===== src/rtl/fsk4_mod.sv =====
// 4FSK baseband modulator: bytes split into four MSB-first dibits, each dibit
// selects a frequency word driving a continuous-phase NCO into a 64-entry sine ROM.
module fsk4_mod #(
  parameter int ACC_W   = 16,
  parameter int SYM_DIV = 128,
  parameter int FREQ0   = 512,
  parameter int FREQ1   = 1024,
  parameter int FREQ2   = 1536,
  parameter int FREQ3   = 2048
) (
  input  logic              clk,
  input  logic              reset,
  input  logic [7:0]        data_in,
  input  logic              data_valid,
  output logic              data_ready,
  output logic signed [7:0] sin_out,
  output logic [1:0]        sym_out,
  output logic              sym_strobe,
  output logic              busy
);
  localparam int CNT_W = $clog2(SYM_DIV);
  localparam logic [CNT_W-1:0] CNT_LAST = CNT_W'(SYM_DIV - 1);

  typedef enum logic {IDLE, SEND} state_t;

  state_t              state_q;
  logic [ACC_W-1:0]    acc_q, fw_q;
  logic [CNT_W-1:0]    sym_cnt_q;
  logic [1:0]          dib_idx_q, sym_q;
  logic [7:0]          shift_q;
  logic signed [7:0]   sin_q;
  logic                strobe_q;
  logic                last_d, accept_d;
  logic [1:0]          nxt_dib_d;

  function automatic logic [ACC_W-1:0] fw_of(input logic [1:0] d);
    logic [ACC_W-1:0] f;
    case (d)
      2'd0:    f = ACC_W'(FREQ0);
      2'd1:    f = ACC_W'(FREQ1);
      2'd2:    f = ACC_W'(FREQ2);
      default: f = ACC_W'(FREQ3);
    endcase
    return f;
  endfunction

  // Quarter-wave table of round(127*sin(2*pi*k/64)); other quadrants by mirror/negate.
  function automatic logic signed [7:0] sine(input logic [5:0] k);
    logic [4:0] idx;
    logic [7:0] mag;
    idx = k[4] ? (5'd16 - {1'b0, k[3:0]}) : {1'b0, k[3:0]};
    case (idx)
      5'd0:    mag = 8'd0;
      5'd1:    mag = 8'd12;
      5'd2:    mag = 8'd25;
      5'd3:    mag = 8'd37;
      5'd4:    mag = 8'd49;
      5'd5:    mag = 8'd60;
      5'd6:    mag = 8'd71;
      5'd7:    mag = 8'd81;
      5'd8:    mag = 8'd90;
      5'd9:    mag = 8'd98;
      5'd10:   mag = 8'd106;
      5'd11:   mag = 8'd112;
      5'd12:   mag = 8'd117;
      5'd13:   mag = 8'd122;
      5'd14:   mag = 8'd125;
      5'd15:   mag = 8'd126;
      5'd16:   mag = 8'd127;
      default: mag = 8'd0;
    endcase
    return k[5] ? -mag : mag;
  endfunction

  assign last_d     = (dib_idx_q == 2'd3) && (sym_cnt_q == CNT_LAST);
  assign data_ready = (state_q == IDLE) || last_d;
  assign accept_d   = data_valid && data_ready;
  assign nxt_dib_d  = shift_q[5:4];
  assign busy       = (state_q == SEND);
  assign sin_out    = sin_q;
  assign sym_out    = sym_q;
  assign sym_strobe = strobe_q;

  always_ff @(posedge clk) begin
    if (reset) begin
      state_q   <= IDLE;
      acc_q     <= '0;
      fw_q      <= '0;
      sym_cnt_q <= '0;
      dib_idx_q <= 2'd0;
      sym_q     <= 2'd0;
      shift_q   <= 8'd0;
      sin_q     <= 8'sd0;
      strobe_q  <= 1'b0;
    end else begin
      strobe_q <= 1'b0;
      if (state_q == IDLE) begin
        sin_q <= 8'sd0;
      end else begin
        // ROM sees the pre-increment phase; acc is never cleared, keeping phase continuous.
        sin_q     <= sine(acc_q[ACC_W-1 -: 6]);
        acc_q     <= acc_q + fw_q;
        sym_cnt_q <= sym_cnt_q + CNT_W'(1);
        if (sym_cnt_q == CNT_LAST) begin
          sym_cnt_q <= '0;
          if (dib_idx_q != 2'd3) begin
            dib_idx_q <= dib_idx_q + 2'd1;
            shift_q   <= shift_q << 2;
            fw_q      <= fw_of(nxt_dib_d);
            sym_q     <= nxt_dib_d;
            strobe_q  <= 1'b1;
          end else begin
            state_q <= IDLE;
          end
        end
      end
      // A new byte overrides the end-of-byte return to IDLE, giving gapless back-to-back bytes.
      if (accept_d) begin
        shift_q   <= data_in;
        fw_q      <= fw_of(data_in[7:6]);
        sym_q     <= data_in[7:6];
        sym_cnt_q <= '0;
        dib_idx_q <= 2'd0;
        strobe_q  <= 1'b1;
        state_q   <= SEND;
      end
    end
  end
endmodule


===== config.mk =====
export PLATFORM = sky130hd
export DESIGN_NAME = fsk4_mod
export DESIGN_NICKNAME = d
export VERILOG_FILES = /design/src/rtl/fsk4_mod.sv
export SDC_FILE = /design/constraint.sdc
export NUM_CORES = 1
export LEC_CHECK = 0
export CAP_MARGIN = 30
export CORE_MARGIN = 8
export CORE_UTILIZATION = 43
export CTS_CLUSTER_SIZE = 40
export DETAILED_ROUTE_END_ITERATION = 6
export PLACE_DENSITY = 0.59
export RECOVER_POWER = 50
export SLEW_MARGIN = 5
export SYNTH_ARGS = -nofsm -noshare
export SYNTH_HDL_FRONTEND = slang
export SYNTH_SLANG_ARGS = --single-unit

===== constraint.sdc =====
create_clock -name clk -period 7.6 [get_ports clk]
set_input_delay 1.9 -clock clk [delete_from_list [all_inputs] [get_ports clk]]
set_output_delay 1.9 -clock clk [all_outputs]
set_load 0.05 [all_outputs]

==> out/qor.csv <==
stage;metric;value;unit
logic_synthesis;Seq/Total Area, Yosys;31.7;%
clock_tree;Max clock buf depth;2;
global_route;first-pass GRT wire length;8030;um
status;status;complete, no violations;
logic_synthesis;Avg Inst Size Synth;8.46;um2
timing;Final setup viols;0;
clock_tree;post-CTS setup buffer count;0;
clock_tree;CTS H-tree lvls;2;
placed_design;DPL Wire Length;3480;um
timing;final-report hold violation count;0;
clock_tree;Root Driver;clkbuf_8;
placed_design;routability cong.;0.813;
critical_path;Reg2Reg Setup Slack;3830;ps
die;Die Ht;89.7;um
die;I/O Pins;24;
critical_path;launch point of the worst reg-to-reg path;acc_q[10];
logic_synthesis;Synth top area share;31.7;%
drt;Post-DRT Antenna Nets;0;
placed_design;placed cell area;2610;um2
timing;final worst slack;3420;ps
die;Die X;89.7;um
drt;Iteration-0 DRC Markers;60;
critical_path;worst-path cell chain;ha_1 > nand3_1 > o21ai_0 > clkdlybuf4s50_1;
logic_synthesis;Post-synth ARST share;0;%
timing;TNS Setup;0;ps
die;core area;5370;um2
critical_path;worst stage delay on the critical path;890;ps
pwr;Pwr Density;155;nW/um2
timing;RSZ-0062 raised after global routing;no;
die;die footprint;8040;um2
critical_path;CP Launch Point;sym_cnt_q[0];
layout;Nets;324;
global_route;initial antenna violation count;0;
layout;diode count;0;
global_route;Tot GR Track Use;12.7;%
clock_tree;post_cts resized;0;
timing;Layout Skew;4.83;ps
logic_synthesis;synth top area cells;dfxtp_1, ha_1, nor2_1;
drt;Avg WL per Cell;12.7;um
drt;DRC Markers;0;
drt;via/cell ratio;5.21;
layout;Area Overhead vs Synth;15.6;%
pwr;Max VDD drop;0.000125;V
timing;max-slew violations;0;
flow_run;max cap viols;0;
placed_design;Buffers on Ports;23;
logic_synthesis;Yosys top cell by area;dfxtp_1;
critical_path;CP max-delay cell;clkdlybuf4s50_1;
die;row count;27;
drt;DRT Pass-1 Iters;4;
logic_synthesis;yosys warns;0;
critical_path;Max FO, Critical Path;4;
global_route;largest net degree at the start of global routing;25;
logic_synthesis;Mapped Cells;276;
clock_tree;Post-CTS Hold Buffers;0;
critical_path;Setup crit end kind;primary output;
logic_synthesis;number of synthesized flops with an enable pin;0;
drt;routed vias;1908;
logic_synthesis;net count after synthesis;306;
clock_tree;Worst-path clk slew;70;ps
critical_path;Crit Path Category;reg2out;
clock_tree;CTS Sinks;37;
die;Starting Density;43.5;%
global_route;grt ovf;0;
min_path;type of the most critical hold path;reg2reg;
layout;share of cells above drive strength 1;6.80;%
placed_design;Place WS;3600;ps
clock_tree;CTS tree;done;
timing;FMAX;239;MHz
global_route;vias in the first global route;1823;
timing;Worst-Margin Slew;987;ps
critical_path;Worst Path Required;5700;ps
layout;Core Util, Final;50.2;%
logic_synthesis;cell area after synthesis;2330;um2
logic_synthesis;Synth Register Bits;37;
timing;crit share post-route;55.0;%
logic_synthesis;post-synth cell types;55;
layout;# fillers;517;
logic_synthesis;predominant post-synthesis flop cell;dfxtp_1;
clock_tree;CTS Buf Count;5;
timing;Final Critical Period;4180;ps
pwr;Static Leakage;0.00105;uW
timing;Rel. slew slack;33.9;%
layout;fin area;2700;um2
min_path;hold path start;sym_out[1];
critical_path;type of origin of the critical path;flop;
critical_path;Arrival @ worst endpoint;2280;ps
drt;final wirelength;4640;um
clock_tree;clk_lat worst skew;280;ps
-- path summary, 6_finish.rpt --
kind                endpoint  cells after the start
setup reg to reg  sin_out[5]                     12
setup / recovery  data_ready                      4
hold reg to reg   sym_out[1]                      2
hold / removal    sym_out[1]                      2
-- per-layer routing --
layer / track usage, % / vias to the layer above / part of all wire, %
li1: - / 994 / -
met1: 13.6 / 878 / 46
met2: 23.0 / 32 / 49
met3: 3.46 / 4 / 3.9
met4: 4.53 / 0 / 1.1
met5: 0 / - / 0
-- final cells by class --
cell class	instances	area (um2)	share of cell area [%]
Inverter	19	71.3	2.64
Multi-Input combinational cell	208	1480	54.7
Timing Repair Buffer	23	230	8.53
Tap cell	72	90.1	3.34
Sequential cell	37	741	27.4
Clock buffer	6	82.6	3.06
Clock inverter	1	7.51	0.278
-- power by group --
group / internal, uW / switching, uW / leakage [uW]
logic: 29.3 / 41.6 / 0.000708
registers: 200 / 7.47 / 0.000301
clock network: 71.7 / 67.7 / 0.0000433
-- metrics by stage --
| step | instances | total power, uW | hold slack, ps |
|---|---|---|---|
| after floorplan | 276 | 263 | 426 |
| after global placement | 359 | 283 | 436 |
| after detailed placement | 359 | 283 | 443 |
| after CTS | 366 | 424 | 454 |
| after global routing | 366 | 441 | 491 |
| final | 366 | 418 | 458 |
-- cells by family after synthesis --
family | after synthesis | synth area share, %
buffers and inverters | 31 | 5.25
AOI/OAI and AO/OA | 64 | 18.4
adders and majority gates | 19 | 10.5
DFF | 37 | 31.7
muxes | 15 | 6.54
and+or+nand+nor | 97 | 21.8
xor gates and xnor gates | 13 | 5.84
-- sequential cells by signal, summed over array words and instances (netlist names) --
register,flops
acc_q,7
sym_out,2
sin_out,8
sym_cnt_q,7
sym_strobe,1
shift_q,6
busy,1
dib_idx_q,2
fw_q,3
-- placed cells by master, fill, tap and decap left out, types with 2 or more instances in the layout --
| master | count |
|---|---|
| nor2_1 | 35 |
| a211oi_1 | 5 |
| mux2i_1 | 13 |
| mux2_2 | 2 |
| a22oi_1 | 7 |
| a22o_1 | 2 |
| a211o_1 | 2 |
| xnor2_1 | 7 |
| dlygate4sd3_1 | 3 |
| clkdlybuf4s50_1 | 20 |
| o21ai_1 | 2 |
| o22ai_1 | 2 |
| nand3_1 | 5 |
| nand3b_1 | 2 |
| nand4_1 | 2 |
| clkbuf_8 | 6 |
| nor2b_1 | 6 |
| nor3_1 | 5 |
| a21o_1 | 4 |
| xor2_2 | 2 |
| nand2_1 | 19 |
| xor2_1 | 3 |
| nand2b_1 | 7 |
| dfxtp_1 | 37 |
| o2bb2ai_1 | 2 |
| o21ai_0 | 8 |
| ha_1 | 18 |
| inv_1 | 19 |
| a21oi_1 | 20 |
-- worst max-delay path: cells and delay by family (launching register included) --
| family | cells | cell delay [ps] |
|---|---|---|
| AO/OA/AOI/OAI | 1 | 370 |
| adder cells (fa/ha/maj) | 1 | 230 |
| buffers and inverters | 1 | 890 |
| flip-flops | 1 | 360 |
| AND/OR/NAND/NOR | 1 | 150 |
-- synthesized netlist by cell type, drive strengths merged (8+ instances only) --
| cell type | instances |
|---|---|
| dfxtp | 37 |
| nor2 | 36 |
| a21oi | 20 |
| inv | 19 |
| nand2 | 19 |
| ha | 18 |
| mux2i | 13 |
| o21ai | 10 |
| xnor2 | 8 |
(Power assumes the default switching activity.)
